[config.mk]
export PLATFORM = sky130hd
export DESIGN_NAME = hazard_ctrl
export DESIGN_NICKNAME = d
export VERILOG_FILES = /design/src/rtl/hazard_ctrl.sv
export SDC_FILE = /design/constraint.sdc
export NUM_CORES = 1
export LEC_CHECK = 0
export CORE_ASPECT_RATIO = 1.25
export CORE_UTILIZATION = 47
export DETAILED_ROUTE_END_ITERATION = 8
export PLACE_DENSITY_LB_ADDON = 0.3
export SKIP_CTS_REPAIR_TIMING = 1
export SLEW_MARGIN = 20
export SYNTH_ARGS = -nofsm -noshare
export SYNTH_HDL_FRONTEND = slang
export SYNTH_SLANG_ARGS = --single-unit
export TNS_END_PERCENT = 1
[constraint.sdc]
create_clock -name clk -period 3.7 [get_ports clk]
set_clock_uncertainty 0.15 [all_clocks]
set_input_delay 0.74 -clock clk [delete_from_list [all_inputs] [get_ports clk]]
set_output_delay 0.74 -clock clk [all_outputs]
set_load 0.02 [all_outputs]
[src/rtl/hazard_ctrl.sv]
// hazard_ctrl
// Hazard, forwarding and scoreboard controller for an in-order 5-stage
// pipeline. It sits beside the ID stage.
//
// Ports:
//   clk, rst_n                        clock and asynchronous active-low reset
//   id_rs, id_rt, id_uses_rs/rt       ID source registers and their read flags
//   id_long                           the ID instruction is a long op
//   ex_rd/mem_rd/wb_rd, *_reg_write   destinations and write enables downstream
//   ex_mem_read                       EX holds a load
//   ex_long_start                     EX issues a long op to ex_rd
//   ex_branch_taken                   EX resolved a taken branch or jump
//   perf_clr                          synchronous clear of stall_cnt
//   forward_a/b                       operand select: 11 EX, 01 MEM, 10 WB, 00 RF
//   stall, bubble_ex                  freeze PC and IF/ID, insert NOP into ID/EX
//   flush_if, flush_id                squash IF/ID and ID/EX
//   long_busy, long_done, long_rd     long-unit scoreboard status
//   stall_cnt                         saturating stall-cycle counter
module hazard_ctrl #(
  parameter int REG_W       = 5,
  parameter int IGNORE_REG0 = 1,
  parameter int LONG_LAT    = 8,
  parameter int CNT_W       = 16
) (
  input  logic             clk,
  input  logic             rst_n,
  input  logic [REG_W-1:0] id_rs,
  input  logic [REG_W-1:0] id_rt,
  input  logic             id_uses_rs,
  input  logic             id_uses_rt,
  input  logic             id_long,
  input  logic [REG_W-1:0] ex_rd,
  input  logic [REG_W-1:0] mem_rd,
  input  logic [REG_W-1:0] wb_rd,
  input  logic             ex_reg_write,
  input  logic             mem_reg_write,
  input  logic             wb_reg_write,
  input  logic             ex_mem_read,
  input  logic             ex_long_start,
  input  logic             ex_branch_taken,
  input  logic             perf_clr,
  output logic [1:0]       forward_a,
  output logic [1:0]       forward_b,
  output logic             stall,
  output logic             bubble_ex,
  output logic             flush_if,
  output logic             flush_id,
  output logic             long_busy,
  output logic             long_done,
  output logic [REG_W-1:0] long_rd,
  output logic [CNT_W-1:0] stall_cnt
);

  localparam int LAT_W = $clog2(LONG_LAT + 1);

  logic [LAT_W-1:0] lat_cnt_r;
  logic [REG_W-1:0] long_rd_r;
  logic [CNT_W-1:0] stall_cnt_r;

  logic             long_busy_s;
  logic             stall_s;
  logic [1:0]       fwd_a_s;
  logic [1:0]       fwd_b_s;

  // Source-versus-destination match; register 0 optionally never matches.
  function automatic logic src_match_f(
    input logic [REG_W-1:0] addr,
    input logic             uses,
    input logic [REG_W-1:0] rd,
    input logic             en
  );
    logic zero_blk;
    zero_blk    = (IGNORE_REG0 != 0) && (addr == '0);
    src_match_f = uses && en && (addr == rd) && !zero_blk;
  endfunction

  // Forward select encoding with EX > MEM > WB priority.
  function automatic logic [1:0] fwd_sel_f(
    input logic hit_ex,
    input logic hit_mem,
    input logic hit_wb
  );
    if (hit_ex) begin
      fwd_sel_f = 2'b11;
    end else if (hit_mem) begin
      fwd_sel_f = 2'b01;
    end else if (hit_wb) begin
      fwd_sel_f = 2'b10;
    end else begin
      fwd_sel_f = 2'b00;
    end
  endfunction

  assign long_busy_s = (lat_cnt_r != '0);

  // Stall and forwarding decode; the long unit match ignores write enables.
  always_comb begin
    logic ex_a, ex_b, mem_a, mem_b, wb_a, wb_b, lg_a, lg_b;
    logic load_use, long_stall;
    ex_a  = src_match_f(id_rs, id_uses_rs, ex_rd,  ex_reg_write);
    ex_b  = src_match_f(id_rt, id_uses_rt, ex_rd,  ex_reg_write);
    mem_a = src_match_f(id_rs, id_uses_rs, mem_rd, mem_reg_write);
    mem_b = src_match_f(id_rt, id_uses_rt, mem_rd, mem_reg_write);
    wb_a  = src_match_f(id_rs, id_uses_rs, wb_rd,  wb_reg_write);
    wb_b  = src_match_f(id_rt, id_uses_rt, wb_rd,  wb_reg_write);
    lg_a  = src_match_f(id_rs, id_uses_rs, long_rd_r, long_busy_s);
    lg_b  = src_match_f(id_rt, id_uses_rt, long_rd_r, long_busy_s);

    load_use   = ex_mem_read && (ex_a || ex_b);
    // The long_done cycle still stalls: the result only lands that cycle.
    long_stall = long_busy_s && (lg_a || lg_b || id_long);
    // A taken branch discards the ID instruction, so it wins over stalling.
    stall_s    = (load_use || long_stall) && !ex_branch_taken;

    if (stall_s) begin
      fwd_a_s = 2'b00;
      fwd_b_s = 2'b00;
    end else begin
      fwd_a_s = fwd_sel_f(ex_a, mem_a, wb_a);
      fwd_b_s = fwd_sel_f(ex_b, mem_b, wb_b);
    end
  end

  // Long-unit scoreboard: load on issue when idle, count down to zero.
  // Issue while busy is ignored; the structural stall keeps it from happening.
  always_ff @(posedge clk or negedge rst_n) begin
    if (!rst_n) begin
      lat_cnt_r <= '0;
      long_rd_r <= '0;
    end else if (ex_long_start && !long_busy_s) begin
      lat_cnt_r <= LAT_W'(LONG_LAT);
      long_rd_r <= ex_rd;
    end else if (long_busy_s) begin
      lat_cnt_r <= lat_cnt_r - LAT_W'(1);
      long_rd_r <= long_rd_r;
    end else begin
      lat_cnt_r <= lat_cnt_r;
      long_rd_r <= long_rd_r;
    end
  end

  // Saturating stall counter; clear has priority over counting.
  always_ff @(posedge clk or negedge rst_n) begin
    if (!rst_n) begin
      stall_cnt_r <= '0;
    end else if (perf_clr) begin
      stall_cnt_r <= '0;
    end else if (stall_s && (stall_cnt_r != {CNT_W{1'b1}})) begin
      stall_cnt_r <= stall_cnt_r + CNT_W'(1);
    end else begin
      stall_cnt_r <= stall_cnt_r;
    end
  end

  assign forward_a = fwd_a_s;
  assign forward_b = fwd_b_s;
  assign stall     = stall_s;
  assign bubble_ex = stall_s;
  assign flush_if  = ex_branch_taken;
  assign flush_id  = ex_branch_taken;
  assign long_busy = long_busy_s;
  assign long_done = (lat_cnt_r == LAT_W'(1));
  assign long_rd   = long_rd_r;
  assign stall_cnt = stall_cnt_r;

endmodule

==> reports/metrics.cfg <==
[run_status]
outcome=finished, final reports clean

[global_route]
grt_remaining_overflow=0
grt_pass1_vias=2006
track_usage=0.2429
antenna_found_initial=0
grt_max_degree=30
grt_pass1_wl_um=9501

[drt]
drc=0
first_pass_iters=4
viasPerCell=5.354
ant_nets=0
wirelength_um=5775
drtIter0Drc=77
wl_per_cell_um=15.48
routed-via-count=1997

[logic_synthesis]
synth_area_leaders=dfrtp_1 (29%), xor2_1 (8.6%), xnor2_1 (7.8%), mux2_2 (7.4%), mux2_4 (4.2%)
yosysTopAreaCell=dfrtp_1
ys_seq_area_frac=0.2917
synth_edf_count=0
netlist-cell-type-count=42
netlist_area_mm2=0.002145
avgSynthCellArea_um2=9.244
synth_top_family_by_area=simple AND/OR/NAND/NOR gates
ys_ff_latch=25
synth_xor_area_frac=0.1634
synthFlopType=dfrtp_1
synth_simple_gate_area_share=0.1972
syn_inst=232
synth_top_area_share=0.2917
synthesis.nets=272
synth_mux_area_frac=0.1155
synth_compound_area_frac=0.1482
ys.warnings.count=0
synth-async-reset-ratio=1.000
synthAdderAreaFrac=0.01750

[critical_path]
r2r_end=stall_cnt[2]
crit_chain=clkdlybuf4s50_1, buf_4, xor2_1, nor4_2, nand4b_1, a21o_1, a21oi_4, a21oi_1, buf_4
cpPeakStageDelay_ps=520
worst_path_max_delay_cell=clkdlybuf4s50_1
rrSetupSlack_ps=960
end_kind=output port
critPathKind=in -> out
startpoint_type=input pin
critPathTopFamily=buffers and inverters
path_buf_inv=3
r2r_cells=7
critical_path_peak_fanout=6
cp.depth=9
crit_required_ps=2810
arrival_ps=2750
r2r-start=stall_cnt[0]
cpMostUsedCell=buf_4

[final_layout]
fin_util=0.7009
design_area_mm2=0.003078
diodes=0
area_growth_pct=43.52
drive_above_1_share=0.2444
nNetsFinal=356
fin_cells=373

[power]
p_int_mw=0.6495
finalPower_mw=1.051
p_switching_mw=0.4011
leakagePower_nw=1.259
switching_share=0.3818
power.density_mw_per_mm2=341.3
power_frac_clock=0.162
seqPwrFrac=0.372
p_comb_frac=0.466
ir_worst_vdd_mv=0.2699

[timing]
max_freq_ghz=0.2748
worst_pin_slew_ps=957.4
finalMaxSlewViolations=0
post-route-min-period_ps=3639
setup_viol=0
maxSlewHeadroom=0.3597
rsz0062_at_grt=yes
fin_crit_sh=0.9834
finalHoldViolations=0

[floorplan]
die_h_um=77.52
die_w_um=62.42
die-area_mm2=0.004838
initial_core_util=0.4883
num_io_pins=68
coreArea_mm2=0.004392
rows=27

[min_path]
hold_path_depth=1
holdPathEnd=lat_cnt_r[0]
holdCritPathClass=reg -> reg
hp-start=lat_cnt_r[0]

[placed_design]
numPortBuffers=67
place_area_mm2=0.003004
place_congestion=0.9308
dp_hpwl_um=4512
numPlacedInstances=368

[clock_network]
worst_skew_pair.late_latency_ps=270
cts_sinks=25
clock-root-buffer=clkbuf_8
cts_buffer_depth=2
clk_pin_slew_worst_paths_ps=100
cts_htree_levels=1
cts_tree=done
numCtsBuffers=3

[job]
drv_cap=0

## cells in the final DEF (no fill, tap or decap), types with 2 or more instances in the layout
| master | n |
|---|---|
| ha_1 | 3 |
| nor4_1 | 3 |
| buf_4 | 35 |
| or2_2 | 2 |
| inv_1 | 7 |
| nand4_1 | 7 |
| nor2b_1 | 14 |
| or4_1 | 2 |
| mux2_4 | 6 |
| xnor2_1 | 19 |
| nand2_1 | 7 |
| o211ai_1 | 5 |
| xor2_1 | 21 |
| and2_1 | 2 |
| a31oi_1 | 2 |
| nor3_1 | 3 |
| nor4_2 | 2 |
| clkdlybuf4s50_1 | 56 |
| and4_1 | 2 |
| a21oi_1 | 8 |
| dlymetal6s2s_1 | 5 |
| mux2_2 | 14 |
| dfrtp_1 | 25 |
| clkbuf_2 | 2 |
| clkbuf_8 | 3 |
| nand3_1 | 8 |
| nor2_1 | 22 |
| or3_1 | 2 |
| a2111oi_0 | 3 |
| a211o_1 | 2 |
| o21ai_0 | 2 |
| a211oi_2 | 6 |
## state kept, by name (all words and copies together), names as in the netlist
| register | flops |
|---|---|
| stall_cnt | 16 |
| long_rd | 5 |
| lat_cnt_r | 4 |
## cells in the mapped netlist, drive strengths merged, types with 6 or more instances
| master | n |
|---|---|
| nor2 | 22 |
| dfrtp | 25 |
| buf | 12 |
| clkbuf | 8 |
| nand2 | 7 |
| xnor2 | 19 |
| nand3 | 8 |
| a21oi | 9 |
| mux2 | 20 |
| xor2 | 21 |
| inv | 7 |
| nor2b | 14 |
| a211oi | 6 |
| nand4 | 7 |
## power groups by stage
stage	Combinational, mW	Sequential (mW)	Clock (mW)
floorplan	0.259	0.415	0
global placement	0.476	0.393	0
detailed placement	0.484	0.395	0
CTS	0.487	0.390	0.172
global route	0.529	0.399	0.181
finish	0.490	0.391	0.170
## per-stage QoR
| stage | TNS [ps] | setup slack, ps | hold WS (ps) |
|---|---|---|---|
| 3_5_place_dp | -3119 | -562.9 | 399.8 |
| 6_report | 0 | 61.29 | 413.5 |
| 3_3_place_gp | -2936 | -529.9 | 378.9 |
| 5_1_grt | -123.5 | -37.76 | 449.5 |
| 4_1_cts | -3162 | -570.1 | 417.5 |
| 2_1_floorplan | -238.3 | -59.58 | 294.4 |
## worst reg2reg max path, cell delays in order (launching register included)
cell and delay, ps:
dfrtp_1 470, ha_1 240, nand4_1 160, nor2_1 220, a41o_1 650, inv_1 210, o211ai_1 180, mux2_2 360
## routing by layer
| metal | up-vias | routed length (µm) | track usage |
|---|---|---|---|
| met3 | 8 | 238 | 0.03088 |
| met2 | 58 | 3027 | 0.4467 |
| met4 | 0 | 87 | 0.07209 |
| met1 | 946 | 2421 | 0.2903 |
| li1 | 985 | - | - |
| met5 | - | 0 | 0 |
## worst max path at each step
stage | startpoint | endpoint
final | id_rt[4] | forward_b[1]
after global routing | id_rt[4] | forward_b[0]
after CTS | id_rt[4] | stall
after detailed placement | id_rt[4] | stall
after global placement | id_rt[2] | stall
after floorplan | id_rs[1] | forward_a[0]
## cells by family (layout without fill, tap and decap cells)
kind of cell    after synthesis  count (layout)
compound gates               38              38
xor+xnor                     40              40
fa+ha+maj                     3               3
buf+inv                      27             110
flops                        25              25
mux                          20              20
simple gates                 79              79
## layout make-up
| cell class | instances | area [µm²] |
|---|---|---|
| clock inverters | 1 | 7.507 |
| flip-flops and latches | 25 | 625.6 |
| inverters | 7 | 26.28 |
| clock buffers | 3 | 41.29 |
| multi-input cells | 180 | 1404 |
| repair buffers | 99 | 900.9 |
| well taps | 58 | 72.57 |
| fillers | 347 | 1314 |
No activity file was read; power rests on OpenSTA's default activity.
